### src/rtl/alu_pkg.sv
// Shared ALU definitions for the EX-side pipeline.
// Holds the ALU opcode encodings, the highest defined opcode (anything above
// it is flagged illegal by the operand stage), the default datapath widths and
// the operand-stage handshake state encoding.
package alu_pkg;

  localparam int WL_DEF   = 32;
  localparam int RW_DEF   = 5;
  localparam int SELW_DEF = 4;

  localparam int OP_ADD  = 0;
  localparam int OP_SUB  = 1;
  localparam int OP_SLL1 = 2;
  localparam int OP_SRL1 = 3;
  localparam int OP_SLLV = 4;
  localparam int OP_SRLV = 5;
  localparam int OP_SRA  = 6;
  localparam int OP_AND  = 7;
  localparam int OP_OR   = 8;
  localparam int OP_XOR  = 9;
  localparam int OP_XNOR = 10;

  localparam int SEL_MAX = OP_XNOR;

  typedef enum logic {
    ST_EMPTY = 1'b0,
    ST_FULL  = 1'b1
  } stage_state_e;

endpackage

### src/rtl/fwd_mux.sv
// Single-operand forwarding priority mux.
// Ports:
//   src      in   RW  source register index
//   reg_val  in   WL  value to use when nothing forwards
//   mem_en   in   1   MEM result valid
//   mem_rd   in   RW  MEM destination
//   mem_data in   WL  MEM result
//   wb_en    in   1   WB result valid
//   wb_rd    in   RW  WB destination
//   wb_data  in   WL  WB result
//   fwd_val  out  WL  resolved operand
// Priority: register 0 reads as zero, then MEM (youngest), then WB, then reg_val.
module fwd_mux #(
  parameter int RW = 5,
  parameter int WL = 32
) (
  input  logic [RW-1:0] src,
  input  logic [WL-1:0] reg_val,
  input  logic          mem_en,
  input  logic [RW-1:0] mem_rd,
  input  logic [WL-1:0] mem_data,
  input  logic          wb_en,
  input  logic [RW-1:0] wb_rd,
  input  logic [WL-1:0] wb_data,
  output logic [WL-1:0] fwd_val
);

  always_comb begin
    fwd_val = reg_val;
    if (src == '0) begin
      fwd_val = '0;
    end else if (mem_en && (mem_rd == src)) begin
      fwd_val = mem_data;
    end else if (wb_en && (wb_rd == src)) begin
      fwd_val = wb_data;
    end
  end

endmodule

### src/rtl/ex_operand_stage.sv
// ID/EX operand stage feeding the ALU.
// Captures a decoded op through a valid/ready handshake, resolves RAW hazards
// by forwarding from MEM and WB, selects register or immediate for operand B
// and presents registered sel/a/b/rd/wen to the ALU. While an op is held
// (out_valid && !out_ready) forwarding keeps running on the held indices so the
// held operands track late-arriving producer results.
// Ports:
//   clk, rst (sync, active-low), flush (drops held and incoming op)
//   in_valid/in_ready, in_sel, in_rs1/in_rs2, in_rs1_val/in_rs2_val,
//   in_imm, in_use_imm, in_rd, in_wen                      -- upstream op
//   mem_fwd_en/rd/data, wb_fwd_en/rd/data                  -- forwarding sources
//   out_valid/out_ready, out_sel, out_a, out_b, out_rd,
//   out_wen, out_illegal                                   -- toward ALU
module ex_operand_stage
  import alu_pkg::*;
#(
  parameter int WL   = WL_DEF,
  parameter int RW   = RW_DEF,
  parameter int SELW = SELW_DEF
) (
  input  logic            clk,
  input  logic            rst,
  input  logic            flush,
  input  logic            in_valid,
  output logic            in_ready,
  input  logic [SELW-1:0] in_sel,
  input  logic [RW-1:0]   in_rs1,
  input  logic [RW-1:0]   in_rs2,
  input  logic [WL-1:0]   in_rs1_val,
  input  logic [WL-1:0]   in_rs2_val,
  input  logic [WL-1:0]   in_imm,
  input  logic            in_use_imm,
  input  logic [RW-1:0]   in_rd,
  input  logic            in_wen,
  input  logic            mem_fwd_en,
  input  logic [RW-1:0]   mem_fwd_rd,
  input  logic [WL-1:0]   mem_fwd_data,
  input  logic            wb_fwd_en,
  input  logic [RW-1:0]   wb_fwd_rd,
  input  logic [WL-1:0]   wb_fwd_data,
  output logic            out_valid,
  input  logic            out_ready,
  output logic [SELW-1:0] out_sel,
  output logic [WL-1:0]   out_a,
  output logic [WL-1:0]   out_b,
  output logic [RW-1:0]   out_rd,
  output logic            out_wen,
  output logic            out_illegal
);

  stage_state_e    state_q, state_d;
  logic [SELW-1:0] sel_q, sel_d;
  logic [WL-1:0]   a_q, a_d;
  logic [WL-1:0]   b_q, b_d;
  logic [RW-1:0]   rd_q, rd_d;
  logic            wen_q, wen_d;
  logic            ill_q, ill_d;
  logic [RW-1:0]   rs1_q, rs1_d;
  logic [RW-1:0]   rs2_q, rs2_d;
  logic            use_imm_q, use_imm_d;

  logic            accept;
  logic            hold;
  logic [WL-1:0]   cap_a_val, cap_b_val;
  logic [WL-1:0]   hold_a_val, hold_b_val;

  assign out_valid   = (state_q == ST_FULL);
  assign in_ready    = !out_valid || out_ready;
  assign accept      = in_valid && in_ready;
  assign hold        = out_valid && !out_ready;

  assign out_sel     = sel_q;
  assign out_a       = a_q;
  assign out_b       = b_q;
  assign out_rd      = rd_q;
  assign out_wen     = wen_q;
  assign out_illegal = ill_q;

  // Capture-path forwarding on the incoming indices
  fwd_mux #(.RW(RW), .WL(WL)) u_fwd_cap_a (
    .src(in_rs1), .reg_val(in_rs1_val),
    .mem_en(mem_fwd_en), .mem_rd(mem_fwd_rd), .mem_data(mem_fwd_data),
    .wb_en(wb_fwd_en), .wb_rd(wb_fwd_rd), .wb_data(wb_fwd_data),
    .fwd_val(cap_a_val)
  );

  fwd_mux #(.RW(RW), .WL(WL)) u_fwd_cap_b (
    .src(in_rs2), .reg_val(in_rs2_val),
    .mem_en(mem_fwd_en), .mem_rd(mem_fwd_rd), .mem_data(mem_fwd_data),
    .wb_en(wb_fwd_en), .wb_rd(wb_fwd_rd), .wb_data(wb_fwd_data),
    .fwd_val(cap_b_val)
  );

  // Hold-refresh forwarding: held operands act as the fallback register value
  fwd_mux #(.RW(RW), .WL(WL)) u_fwd_hold_a (
    .src(rs1_q), .reg_val(a_q),
    .mem_en(mem_fwd_en), .mem_rd(mem_fwd_rd), .mem_data(mem_fwd_data),
    .wb_en(wb_fwd_en), .wb_rd(wb_fwd_rd), .wb_data(wb_fwd_data),
    .fwd_val(hold_a_val)
  );

  fwd_mux #(.RW(RW), .WL(WL)) u_fwd_hold_b (
    .src(rs2_q), .reg_val(b_q),
    .mem_en(mem_fwd_en), .mem_rd(mem_fwd_rd), .mem_data(mem_fwd_data),
    .wb_en(wb_fwd_en), .wb_rd(wb_fwd_rd), .wb_data(wb_fwd_data),
    .fwd_val(hold_b_val)
  );

  always_comb begin
    state_d   = state_q;
    sel_d     = sel_q;
    a_d       = a_q;
    b_d       = b_q;
    rd_d      = rd_q;
    wen_d     = wen_q;
    ill_d     = ill_q;
    rs1_d     = rs1_q;
    rs2_d     = rs2_q;
    use_imm_d = use_imm_q;

    case (state_q)
      ST_EMPTY: if (accept) state_d = ST_FULL;
      ST_FULL: begin
        if (accept)         state_d = ST_FULL;
        else if (out_ready) state_d = ST_EMPTY;
      end
      default: state_d = ST_EMPTY;
    endcase

    // flush dominates: the held op is killed and an op accepted this cycle is not loaded
    if (flush) begin
      state_d = ST_EMPTY;
    end else if (accept) begin
      sel_d     = in_sel;
      a_d       = cap_a_val;
      b_d       = in_use_imm ? in_imm : cap_b_val;
      rd_d      = in_rd;
      wen_d     = in_wen;
      ill_d     = (in_sel > SELW'(SEL_MAX));
      rs1_d     = in_rs1;
      rs2_d     = in_rs2;
      use_imm_d = in_use_imm;
    end else if (hold) begin
      a_d = hold_a_val;
      // an immediate operand B has no producer, so it is never refreshed
      if (!use_imm_q) b_d = hold_b_val;
    end
  end

  // Stage register
  always_ff @(posedge clk) begin
    if (!rst) begin
      state_q   <= ST_EMPTY;
      sel_q     <= '0;
      a_q       <= '0;
      b_q       <= '0;
      rd_q      <= '0;
      wen_q     <= 1'b0;
      ill_q     <= 1'b0;
      rs1_q     <= '0;
      rs2_q     <= '0;
      use_imm_q <= 1'b0;
    end else begin
      state_q   <= state_d;
      sel_q     <= sel_d;
      a_q       <= a_d;
      b_q       <= b_d;
      rd_q      <= rd_d;
      wen_q     <= wen_d;
      ill_q     <= ill_d;
      rs1_q     <= rs1_d;
      rs2_q     <= rs2_d;
      use_imm_q <= use_imm_d;
    end
  end

endmodule

### config.mk
export PLATFORM = sky130hd
export DESIGN_NAME = ex_operand_stage
export DESIGN_NICKNAME = d
export VERILOG_FILES = /design/src/rtl/alu_pkg.sv /design/src/rtl/fwd_mux.sv /design/src/rtl/ex_operand_stage.sv
export SDC_FILE = /design/constraint.sdc
export NUM_CORES = 1
export LEC_CHECK = 0
export ABC_AREA = 1
export BUFFER_PORTS_ARGS = -buffer_cell sky130_fd_sc_hd__buf_2
export CORE_MARGIN = 4
export CORE_UTILIZATION = 40
export CTS_CLUSTER_SIZE = 28
export DETAILED_ROUTE_END_ITERATION = 16
export PLACE_DENSITY = 0.71
export REMOVE_ABC_BUFFERS = 1
export SKIP_LAST_GASP = 1
export SLEW_MARGIN = 25
export SYNTH_ARGS = -nofsm -noshare
export SYNTH_HDL_FRONTEND = slang
export SYNTH_SLANG_ARGS = --single-unit
### constraint.sdc
create_clock -name clk -period 2.18 [get_ports clk]
set_clock_uncertainty 0.2 [all_clocks]
set_input_delay 0.327 -clock clk [delete_from_list [all_inputs] [get_ports clk]]
set_output_delay 0.327 -clock clk [all_outputs]
set_load 0.005 [all_outputs]
==> results.cfg <==
[status]
status = completed

[yosys]
syn-cell-area_mm2 = 0.00780
yosysUniqueCellTypes = 26
ys_ff_latch = 87
avgSynthCellArea_um2 = 5.21
yosysSeqAreaShare = 0.223
postSynthCellCount = 1496
ys_warn_count = 0

[finish]
final_area_mm2 = 0.00985
drive_gt1_frac = 0.234
layout_commonest_cell = nand2_1
n_fill_cell = 2051
fin_util = 0.520
final_cell_mix = nand2_1, nor2_1, buf_2
syn_to_final_growth_pct = 26.3
layout.nets = 1929

[die]
row_count = 50
dieHeight_um = 148
initial_core_util = 0.412
io_pins = 275
die_area_mm2 = 0.0218
fp.coreArea_mm2 = 0.0190
die_x_um = 148

[drt]
ant_nets = 0
route.vias.total = 10100
drc = 0
wirelength_um = 31300
drtIter0Drc = 780
post_drt_wl_per_cell_um = 15.7
dr.pass1.iters = 5
viasPerCell = 5.07

[power]
pwr-share-comb = 0.330
max-vdd-ir-drop_mv = 0.396
power-per-cell-area_mw_per_mm2 = 527
net-switching-power_mw = 1.92
p_clk_frac = 0.323
switching_share = 0.371
p_seq_frac = 0.347
p_int_mw = 3.27
leakage_nw = 5.73

[clock_tree]
postCtsSetupRepairBufs = 0
ctsResizeCount = 0
ctsHoldBuffers = 5
numCtsBuffers = 9
cts_htree_levels = 3
clk_pin_slew_worst_paths_ns = 0.08
clockBufferDepth = 2
clock_latency_ns = 0.36
cts_tree = built
cts.sinks = 87
clock-root-buffer = clkbuf_16

[worst_setup_path]
rr_startpoint = rs2_q[2]$_SDFFE_PN0P_
crit_required_ns = 2.27
reg2regPathDepth = 11
cp-endpoint = out_b[22]$_SDFFE_PN0P_
end_kind = register
cp.arrival_ns = 2.09
crit_type = reg2reg
critical_path.max_fanout = 38
critPathLaunchType = register
reg2reg_slack_ns = 0.18
reg2reg_to = out_b[22]$_SDFFE_PN0P_
crit_start = rs2_q[2]$_SDFFE_PN0P_

[timing]
rsz0062_at_grt = no
hold_violations = 0
relSlewSlack = 0.377
fin_crit_sh = 0.918
tns_ns = 0
setup_viol = 0
holdWs_ns = 0.0133
worstMarginPinSlew_ns = 0.935
max_clock_freq_ghz = 0.500
final_max_slew_viol_count = 0
finalCriticalPeriod_ns = 2.00

[global_routing]
antenna_found_initial = 0
grt_max_degree = 86
globalRouteOverflowTotal = 0
grt_usage = 0.277
grt_first_pass_wirelength_um = 49400
first_global_vias = 9618

[placed_design]
io_buffers = 274
post-dp-hpwl_um = 21700
placed_area_mm2 = 0.00949
gp_congestion = 0.969

[job]
maxCapViolCount = 0

[hold_path]
hp-class = in2reg
## layout make-up
cell class / count / area [µm²] / share of cell area
repair buffers: 318 / 1830 / 0.185
flip-flops and latches: 87 / 1740 / 0.177
diodes: 1 / 2.50 / 0.000254
well taps: 260 / 325 / 0.0330
inverters: 136 / 510 / 0.0518
clock inverters: 7 / 78.8 / 0.00800
multi-input cells: 1179 / 5140 / 0.522
clock buffers: 9 / 225 / 0.0229
## routing by layer
layer / wire length, µm / vias up / global-route usage
li1: - / 5097 / -
met1: 13000 / 4495 / 0.357
met2: 14600 / 475 / 0.465
met3: 2910 / 58 / 0.0533
met4: 757 / 0 / 0.0941
met5: 0 / - / 0
## registers in the layout, summed over array words and instances, names as in the netlist
signal and flops:
out_sel 4, use_imm_q 1, out_illegal 1, out_b 32
out_valid 1, out_wen 1, out_a 32, out_rd 5
rs1_q 5, rs2_q 5
## cell usage after synthesis
cell / instances / area (µm²)
a21oi_1: 57 / 285
a21oi_2: 28 / 245
a2bb2oi_1: 1 / 8.76
a31o_2: 1 / 8.76
buf_1: 1 / 3.75
buf_2: 46 / 230
buf_4: 3 / 22.5
buf_6: 7 / 78.8
clkbuf_1: 37 / 139
dfxtp_1: 87 / 1740
inv_1: 122 / 458
inv_2: 14 / 52.6
nand2_1: 510 / 1910
nand2_2: 3 / 18.8
nand3_1: 135 / 676
nand3_2: 2 / 20.0
nand3_4: 1 / 17.5
nand4_1: 34 / 213
nor2_1: 342 / 1280
nor2_2: 18 / 113
nor2_4: 2 / 22.5
nor3_1: 2 / 10.0
o21ai_0: 25 / 125
o21ai_1: 5 / 25.0
o22ai_1: 10 / 62.6
xor2_1: 3 / 26.3
## power by group through the flow
stage,registers [mW],clock network (mW),logic (mW)
finish,1.80,1.68,1.71
global route,1.82,1.77,1.92
CTS,1.80,1.71,1.71
detailed placement,1.84,0,1.69
global placement,1.84,0,1.67
floorplan,1.83,0,0.894
## kinds of logic after synthesis
group	synth area share
compound gates	0.0975
simple gates	0.550
flops	0.223
xor+xnor	0.00337
buf+inv	0.126
## worst min path at each step
stage / from / endpoint / depth (start not counted)
final: in_sel[1] / out_sel[1]$_SDFFE_PN0P_ / 3
after global routing: in_sel[2] / out_sel[2]$_SDFFE_PN0P_ / 3
after CTS: in_sel[2] / out_sel[2]$_SDFFE_PN0P_ / 3
after detailed placement: out_sel[3]$_SDFFE_PN0P_ / out_sel[3]$_SDFFE_PN0P_ / 2
after global placement: out_sel[3]$_SDFFE_PN0P_ / out_sel[3]$_SDFFE_PN0P_ / 2
after floorplan: rst / out_a[0]$_SDFFE_PN0P_ / 2
## stage by stage
| stage | cells | worst slack, ns | power [mW] |
|---|---|---|---|
| after floorplan | 1402 | -1.39 | 2.73 |
| after global placement | 1975 | 0.0616 | 3.51 |
| after detailed placement | 1975 | 0.0294 | 3.53 |
| after CTS | 1996 | 0.214 | 5.21 |
| after global routing | 1996 | 0.0112 | 5.50 |
| final | 1997 | 0.180 | 5.19 |
## critical path, cell delays in order, from the launching register on
cell and delay [ns]:
dfxtp_1 0.46, inv_1 0.06, nand2_1 0.06, nand2_1 0.05
nor2_1 0.13, nand3_2 0.14, buf_4 0.29, nand2_1 0.12
nand3_1 0.07, nor2_1 0.13, nor2_2 0.06, a21oi_2 0.13
(Power assumes the default switching activity.)
